### config.mk
export PLATFORM = sky130hd
export DESIGN_NAME = modexp_sequencer
export DESIGN_NICKNAME = d
export VERILOG_FILES = /design/src/rtl/modexp_pkg.sv /design/src/rtl/modexp_sequencer_axis_triple_issue.sv /design/src/rtl/modexp_sequencer.sv
export SDC_FILE = /design/constraint.sdc
export NUM_CORES = 1
export LEC_CHECK = 0
export CORE_MARGIN = 8
export CORE_UTILIZATION = 35
export CTS_CLUSTER_SIZE = 28
export DETAILED_ROUTE_END_ITERATION = 7
export DONT_BUFFER_PORTS = 1
export PLACE_DENSITY_LB_ADDON = 0.2
export SYNTH_ARGS = -nofsm -noshare
export SYNTH_HDL_FRONTEND = slang
export SYNTH_SLANG_ARGS = --single-unit
### constraint.sdc
create_clock -name clk -period 2.9 [get_ports clk]
set_input_delay 0.29 -clock clk [delete_from_list [all_inputs] [get_ports clk]]
set_output_delay 0.29 -clock clk [all_outputs]
set_load 0.01 [all_outputs]
### src/rtl/modexp_pkg.sv
// rtl/modexp_pkg.sv - shared state encoding and widths for the modexp sequencer
package modexp_pkg;

  localparam int MODEXP_SIZE      = 64;
  localparam int MODEXP_BIT_IDX_W = $clog2(MODEXP_SIZE);

  typedef enum logic [2:0] {
    IDLE,
    SCAN,
    SQ_ISSUE,
    SQ_WAIT,
    MUL_ISSUE,
    MUL_WAIT,
    NEXT,
    DONE
  } modexp_state_t;

endpackage

### src/rtl/modexp_sequencer_axis_triple_issue.sv
// rtl/modexp_sequencer_axis_triple_issue.sv - one-shot issue of three operand streams
module axis_triple_issue (
  input  logic       clk,
  input  logic       rst_n,
  input  logic       active_i,
  input  logic [2:0] tready_i,
  output logic [2:0] tvalid_o,
  output logic       all_sent_o
);

  logic [2:0] sent_q;
  logic [2:0] sent_d;
  logic [2:0] fire;

  // A channel offers its operand until accepted; the op completes once every channel is accepted.
  always_comb begin
    tvalid_o   = active_i ? ~sent_q : 3'b000;
    fire       = tvalid_o & tready_i;
    all_sent_o = active_i & (&(sent_q | fire));
    sent_d     = sent_q | fire;
    if (!active_i || all_sent_o) begin
      sent_d = 3'b000;
    end
  end

  // Per-channel sent flags, cleared when the op completes so the next issue starts fresh.
  always_ff @(posedge clk or negedge rst_n) begin
    if (!rst_n) begin
      sent_q <= 3'b000;
    end else begin
      sent_q <= sent_d;
    end
  end

endmodule

### src/rtl/modexp_sequencer.sv
// rtl/modexp_sequencer.sv - left-to-right square-and-multiply driver for an external modular multiplier
module modexp_sequencer
  import modexp_pkg::*;
#(
  parameter int SIZE = MODEXP_SIZE
) (
  input  logic            clk,
  input  logic            rst,
  input  logic [SIZE-1:0] job_base_tdata,
  input  logic [SIZE-1:0] job_exp_tdata,
  input  logic [SIZE-1:0] job_mod_tdata,
  input  logic            job_tvalid,
  output logic            job_tready,
  output logic [SIZE-1:0] res_tdata,
  output logic            res_tvalid,
  input  logic            res_tready,
  output logic [SIZE-1:0] mm_multiplier_tdata,
  output logic [SIZE-1:0] mm_multiplicand_tdata,
  output logic [SIZE-1:0] mm_modulus_tdata,
  output logic            mm_multiplier_tvalid,
  output logic            mm_multiplicand_tvalid,
  output logic            mm_modulus_tvalid,
  input  logic            mm_multiplier_tready,
  input  logic            mm_multiplicand_tready,
  input  logic            mm_modulus_tready,
  input  logic [SIZE-1:0] mm_result_tdata,
  input  logic            mm_result_tvalid,
  output logic            mm_result_tready
);

  localparam int IW = $clog2(SIZE);

  modexp_state_t   state_q;
  logic [SIZE-1:0] base_q;
  logic [SIZE-1:0] exp_q;
  logic [SIZE-1:0] mod_q;
  logic [SIZE-1:0] acc_q;
  logic [IW-1:0]   bit_idx_q;
  logic            seen_one_q;
  logic            job_tready_q;

  logic            exp_bit;
  logic            issue_active;
  logic            all_sent;
  logic [2:0]      mm_tvalid;

  assign exp_bit      = exp_q[bit_idx_q];
  assign issue_active = (state_q == SQ_ISSUE) || (state_q == MUL_ISSUE);

  axis_triple_issue u_issue (
    .clk        (clk),
    .rst_n      (rst),
    .active_i   (issue_active),
    .tready_i   ({mm_modulus_tready, mm_multiplicand_tready, mm_multiplier_tready}),
    .tvalid_o   (mm_tvalid),
    .all_sent_o (all_sent)
  );

  assign mm_multiplier_tvalid   = mm_tvalid[0];
  assign mm_multiplicand_tvalid = mm_tvalid[1];
  assign mm_modulus_tvalid      = mm_tvalid[2];

  // Squares feed acc twice; multiplies pair acc with the latched base.
  assign mm_multiplier_tdata   = acc_q;
  assign mm_multiplicand_tdata = (state_q == MUL_ISSUE) ? base_q : acc_q;
  assign mm_modulus_tdata      = mod_q;

  assign mm_result_tready = (state_q == SQ_WAIT) || (state_q == MUL_WAIT);
  assign res_tvalid       = (state_q == DONE);
  assign res_tdata        = acc_q;
  assign job_tready       = job_tready_q;

  // Sequencer FSM: scan past leading zeros, then one square per bit plus a multiply per set bit.
  always_ff @(posedge clk or negedge rst) begin
    if (!rst) begin
      state_q      <= IDLE;
      base_q       <= '0;
      exp_q        <= '0;
      mod_q        <= '0;
      acc_q        <= '0;
      bit_idx_q    <= '0;
      seen_one_q   <= 1'b0;
      job_tready_q <= 1'b0;
    end else begin
      job_tready_q <= 1'b0;
      unique case (state_q)
        IDLE: begin
          if (job_tvalid && job_tready_q) begin
            base_q     <= job_base_tdata;
            exp_q      <= job_exp_tdata;
            mod_q      <= job_mod_tdata;
            acc_q      <= SIZE'(1);
            bit_idx_q  <= IW'(SIZE - 1);
            seen_one_q <= 1'b0;
            state_q    <= SCAN;
          end else begin
            job_tready_q <= 1'b1;
          end
        end
        SCAN: begin
          if (seen_one_q) begin
            state_q <= SQ_ISSUE;
          end else if (exp_bit) begin
            // First set bit: squaring acc=1 is pointless, go straight to the multiply.
            seen_one_q <= 1'b1;
            state_q    <= MUL_ISSUE;
          end else if (bit_idx_q == '0) begin
            state_q <= DONE;
          end else begin
            bit_idx_q <= bit_idx_q - 1'b1;
          end
        end
        SQ_ISSUE: begin
          if (all_sent) state_q <= SQ_WAIT;
        end
        SQ_WAIT: begin
          if (mm_result_tvalid) begin
            acc_q   <= mm_result_tdata;
            state_q <= exp_bit ? MUL_ISSUE : NEXT;
          end
        end
        MUL_ISSUE: begin
          if (all_sent) state_q <= MUL_WAIT;
        end
        MUL_WAIT: begin
          if (mm_result_tvalid) begin
            acc_q   <= mm_result_tdata;
            state_q <= NEXT;
          end
        end
        NEXT: begin
          if (bit_idx_q == '0) begin
            state_q <= DONE;
          end else begin
            bit_idx_q <= bit_idx_q - 1'b1;
            state_q   <= SCAN;
          end
        end
        DONE: begin
          if (res_tready) begin
            state_q      <= IDLE;
            job_tready_q <= 1'b1;
          end
        end
        default: state_q <= IDLE;
      endcase
    end
  end

endmodule

-- Yosys cells after proc, flatten, opt, wreduce, memory -nomap -nowiden
Index checks and enable logic that the tools add are counted.
- register bits: 270
- input bits: 264
- output and inout port bits: 262
- word-level logic and storage cells: 81
- add/subtract/negate cells: 1
- order comparisons: 1
- equal/unequal tests: 17
- mux-type cells: 32
- bitwise operators: 4
- reductions and logical operators: 17
- operator list (cell ; count):
    64-bit 2-to-1 mux ; 3
    64-bit one-hot mux with 2 select lines ; 1
    3-bit 2-to-1 mux ; 12
    6-bit 2-to-1 mux ; 4
    3-bit one-hot mux with 8 select lines ; 1
    6-bit one-hot mux with 3 select lines ; 1
    2-bit inequality test (second input constant) ; 7
    3-bit == test (second input constant) ; 4
    6-bit by 7-bit < comparator with 1-bit output (second input constant) ; 1
    7-bit AND reduction ; 1
    1-bit binary-select mux with 6-bit select ; 1
    3-bit by 2-bit == test with 1-bit output (second input constant) ; 2
    6-bit zero test ; 1
    1-bit 2-to-1 mux ; 6
    3-bit AND reduction ; 2
    6-bit by 1-bit subtractor with 6-bit output (second input constant) ; 1
    2-bit by 1-bit inequality test with 1-bit output (second input constant) ; 2
    4-bit inequality test (second input constant) ; 1
    1-bit one-hot mux with 2 select lines ; 2
    2-bit AND reduction ; 2
    4-bit AND reduction ; 1
    2-bit nonzero test ; 2
    3-bit bitwise AND ; 1
    3-bit by 1-bit == test with 1-bit output (second input constant) ; 1
    10 further kinds ; 12

-- Longest topological paths before layout
- depth after elaboration: 9
- depth in mapped cells: 10
- mapped depth without buffers: 8

-- Cells and area by module
Synthesis repeated with hierarchy kept, for this count alone.
- cells, all modules: 980
- area, all modules: 12279.3 um2
- modules (own cells, without submodules) (module ; instances ; cells each ; area each (um2) ; seq. area each (um2)):
    modexp_sequencer ; 1 ; 966 ; 12122.9 ; 6681.4
    axis_triple_issue ; 1 ; 14 ; 156.4 ; 75.1

-- Least setup slack after synthesis
Ideal clock, no wire load.
- path kind: reg-to-reg
- from: register bit_idx_q[0]
- to: register bit_idx_q[1]
- library setup time: 0.125 ns
- data arrival time: 2.231 ns
- data required time: 2.775 ns
- setup slack: 0.544 ns
- stages on the path, launching flop included: 10
- buffers on the path: 2
- period minus slack after synthesis: 2.356 ns
- path through: dfrtp_1 buf_6 buf_8 or3_4 o221ai_1 nor3_1 a31o_1 a22o_4 o21ai_1 mux2_2
- longest elaborated chain between the ends: 5
- elaborated cells on any way between the ends: 10
- classes of those cells: 1 x add/sub; 1 x eq/ne; 6 x mux; 2 x reduce/logical
- ends and longest elaborated chain (item ; RTL line ; source):
    start, declared ; modexp_sequencer.sv:38 ; logic [IW-1:0] bit_idx_q;
    start signal, assigned ; modexp_sequencer.sv:93 ; bit_idx_q <= IW'(SIZE - 1);
    start signal, assigned ; modexp_sequencer.sv:110 ; bit_idx_q <= bit_idx_q - 1'b1;
    start signal, assigned ; modexp_sequencer.sv:135 ; bit_idx_q <= bit_idx_q - 1'b1;
    6-bit by 1-bit subtractor with 6-bit output / 6-bit zero test (equally long branches) ; - ;
    6-bit 2-to-1 mux ; modexp_sequencer.sv:107, modexp_sequencer.sv:132 ;
    6-bit 2-to-1 mux ; modexp_sequencer.sv:103 ; end else if (exp_bit) begin
    6-bit 2-to-1 mux ; modexp_sequencer.sv:101 ; if (seen_one_q) begin
    6-bit one-hot mux with 3 select lines ; modexp_sequencer.sv:86 ; unique case (state_q)
Several ways; a longest one is shown, not always the timed one. The select of a mux whose other input is x is not followed.
A chain may end at the register's enable or synchronous reset.

-- Final worst setup path
- from: register state_q[1]
- to: output port mm_multiplicand_tdata[36]
- longest elaborated chain between the ends: 2
- ends and longest elaborated chain (item ; RTL line ; source):
    start, declared ; modexp_sequencer.sv:33 ; modexp_state_t state_q;
    start signal, assigned ; modexp_sequencer.sv:119 ; state_q <= exp_bit ? MUL_ISSUE : NEXT;
    3-bit == test ; modexp_sequencer.sv:65 ; assign mm_multiplicand_tdata = (state_q == MUL_ISSUE) ? base_q : acc_q;
    64-bit 2-to-1 mux ; modexp_sequencer.sv:65 ;
    end, declared ; modexp_sequencer.sv:18 ; output logic [SIZE-1:0] mm_multiplicand_tdata,
No other way between the ends.

==> flow_metrics.py <==
metrics = {
    "power_and_ir_drop": {
        "p_leak_nw": 7.28,
        "swShare_pct": 37.0,
        "power.internal_mw": 10.1,
        "combPwrFrac_pct": 29.0,
        "netSwitchingPower_mw": 5.90,
        "p_per_area_nw_per_um2": 1000,
        "peakVddDrop_mv": 0.527,
        "p_seq_share_pct": 46.1,
        "clockPowerShare_pct": 24.9,
    },
    "cts": {
        "clock_path_buffers": 3,
        "clkSinkCount": 270,
        "cts_setup_buffers": 0,
        "numCtsBuffers": 30,
        "cts.repair.resized": 0,
        "path_clk_slew_ns": 0.06,
        "htreeDepth": 1,
        "worstSkewPairLatency_ns": 0.55,
        "cts_hold_buf": 260,
        "tritoncts": "done",
        "cts-root-buf": "clkbuf_16",
    },
    "outcome": {
        "violations": "hold timing",
        "status": "finished with violations",
    },
    "logic_synthesis": {
        "yosys_most_used_dff": "dfrtp_1",
        "ys_ff_latch": 270,
        "synth.top_cells.by_area": "dfrtp_1, mux2_2, nand2_1",
        "ys_seq_area_share_pct": 55.1,
        "synthMostInstantiatedCell": "dfrtp_1",
        "synth_cell_types": 48,
        "syn_area_sq_um": 12300,
        "avgSynthCellArea_sq_um": 12.6,
        "yosys_warnings": 0,
        "synthTopCellsByCount": "dfrtp_1, mux2_2, nand2_1, o21ai_0, buf_4",
        "synthesis.nets": 1240,
        "synth.largest_area_cell": "dfrtp_1",
        "async_flop_share_pct": 100,
        "yosysTopAreaCellShare_pct": 55.1,
        "syn-instance-count": 974,
        "synth-edff-count": 0,
    },
    "critical_path": {
        "worstPathMaxFanout": 53,
        "rrSetupSlack_ns": 0.25,
        "critPathSlowestCell": "mux2_2",
        "cp_data_required_time_ns": 2.61,
        "worstReg2RegStart": "bit_idx_q[0]$_DFFE_PN0P_",
        "critPathCaptureType": "output pin",
        "max_stage_delay_ns": 0.45,
        "r2r-end": "state_q[1]$_DFFE_PN0P_",
        "critPathKind": "reg -> out",
        "cpLargestDelayFamily": "buffers and inverters",
        "path_buf_inv": 2,
        "worst_r2r_path_depth": 8,
        "crit_chain": "buf_4 > nor3b_2 > buf_12 > mux2_2",
        "cp.arrival_ns": 2.38,
        "cp-start-kind": "flop",
    },
    "global_routing": {
        "first_global_vias": 9062,
        "grt_first_pass_wirelength_mm": 58.6,
        "grt_use_total_pct": 18.1,
        "grt.overflow.total": 0,
        "antenna_found_initial": 2,
        "grt_max_degree": 271,
    },
    "final_layout": {
        "diodes": 0,
        "fin_nets": 1421,
        "area_delta_synth_final_pct": 30.2,
        "final_cells": 1633,
        "drive_gt1_share_pct": 28.1,
    },
    "sta": {
        "hold_violations": 270,
        "setup_violations": 0,
        "clock_skew_ns": 0.0161,
        "tns_ns": 0,
        "whs_ns": -0.567,
        "min_period_ns": 2.67,
        "period_share_pct": 92.0,
        "final_max_slew_viol_count": 0,
        "max_clock_freq_ghz": 0.375,
        "rsz0062_at_grt": "false",
        "max-slew-margin-rel_pct": 55.7,
        "worst_pin_slew_ns": 0.665,
    },
    "detailed_routing": {
        "via_per_inst": 4.97,
        "drc": 0,
        "wl_per_cell_um": 23.7,
        "route.vias.total": 8108,
        "final_antenna_net_count": 0,
        "dr.pass1.iters": 4,
        "routed_wl_mm": 38.7,
        "drt_iter0_drc": 390,
    },
    "job": {
        "cap_violations": 0,
    },
    "floorplan": {
        "core_sq_um": 34500,
        "die_w_um": 203,
        "dieArea_sq_um": 41300,
        "die_h_um": 203,
        "top_level_ports": 526,
        "start_util_pct": 35.5,
        "rows": 68,
    },
    "placement": {
        "dp_cells": 1318,
        "gp_congestion": 0.799,
        "hpwl_mm": 26.9,
        "io_buffers": 0,
    },
    "worst_hold_path": {
        "hold_path_class": "in -> async",
    },
}
==> power groups by stage <==
stage | Combinational [mW] | Sequential [mW] | Clock, mW
after floorplan | 4.24 | 6.40 | 0
after global placement | 4.27 | 7.47 | 0
after detailed placement | 4.38 | 7.41 | 0
after CTS | 4.68 | 7.38 | 4.08
after global routing | 5.09 | 7.62 | 4.22
final | 4.63 | 7.36 | 3.97
==> cells by family after synthesis <==
family	Yosys count	share of synthesized area, %
muxes	278	26.9
DFF	270	55.1
and+or+nand+nor	186	6.25
buffers and inverters	133	6.22
AOI/OAI and AO/OA	104	5.26
adders and majority gates	2	0.204
xor gates and xnor gates	1	0.0715
==> layer usage <==
layer	vias up	part of all wire (%)	wire length [um]	global-route usage [%]
met5	-	0.031	12	0
met4	2	1.7	646	4.17
met3	47	8.4	3240	5.79
met2	309	49	18800	30.2
met1	4042	41	16000	22.7
li1	3708	-	-	-
==> flip-flops by register name, summed over array words and instances (netlist names) <==
name                 count
base_q                  64
exp_q                   64
mm_modulus_tdata        64
mm_multiplier_tdata     64
bit_idx_q                6
state_q                  3
u_issue.sent_q           3
job_tready               1
seen_one_q               1
==> layout by cell type (no fill, tap or decap), drive strengths merged, types with 3 or more instances in the layout <==
master / count
dfrtp: 270
dlygate4sd3: 260
mux2: 256
nand2: 140
o21ai: 67
clkbuf: 42
nor2: 19
buf: 15
mux4: 12
mux2i: 10
nor3: 9
inv: 7
a21oi: 6
clkinv: 5
o31ai: 4
bufinv: 4
clkinvlp: 4
a22o: 4
nor2b: 4
and3: 3
nand3: 3
==> per-stage QoR <==
step,total power [mW],area (sq um),setup WS (ns),hold slack (ns),util [%]
after global placement,11.7,12300,0.324,0.00140,35.6
after detailed placement,11.8,12300,0.254,0.00171,35.6
final,16.0,16000,0.233,-0.567,46.2
after global routing,16.9,16000,0.0734,-0.601,46.2
after CTS,16.1,16000,0.219,-0.600,46.2
after floorplan,10.6,12300,0.544,-0.00559,-
==> how the worst max path moves through the flow <==
stage	from	endpoint	slack, ns	cells past startpoint
6_report	state_q[1]$_DFFE_PN0P_	mm_multiplicand_tdata[36]	0.23	4
5_1_grt	bit_idx_q[0]$_DFFE_PN0P_	state_q[1]$_DFFE_PN0P_	0.07	8
4_1_cts	state_q[1]$_DFFE_PN0P_	mm_multiplicand_tdata[39]	0.22	4
3_5_place_dp	bit_idx_q[0]$_DFFE_PN0P_	state_q[1]$_DFFE_PN0P_	0.25	8
3_3_place_gp	bit_idx_q[0]$_DFFE_PN0P_	bit_idx_q[1]$_DFFE_PN0P_	0.32	8
2_1_floorplan	bit_idx_q[0]$_DFFE_PN0P_	bit_idx_q[1]$_DFFE_PN0P_	0.54	9
==> worst register-to-register path, stage by stage, from the launching register on <==
cell and delay, ns:
dfrtp_1 0.64, buf_12 0.21, mux4_1 0.57, a22o_1 0.23
nor3_1 0.14, a31o_1 0.16, a22o_4 0.19, a31oi_1 0.11
a211o_1 0.27
==> layout make-up <==
class | instances | area [sq um]
Sequential cell | 270 | 6760
Multi-Input combinational cell | 571 | 4760
Tap cell | 455 | 569
Inverter | 7 | 26.3
Fill cell | 3073 | 18600
Timing Repair Buffer | 275 | 2800
Clock inverter | 13 | 175
Clock buffer | 42 | 867
Note: power is estimated with default switching activity, not from simulation.
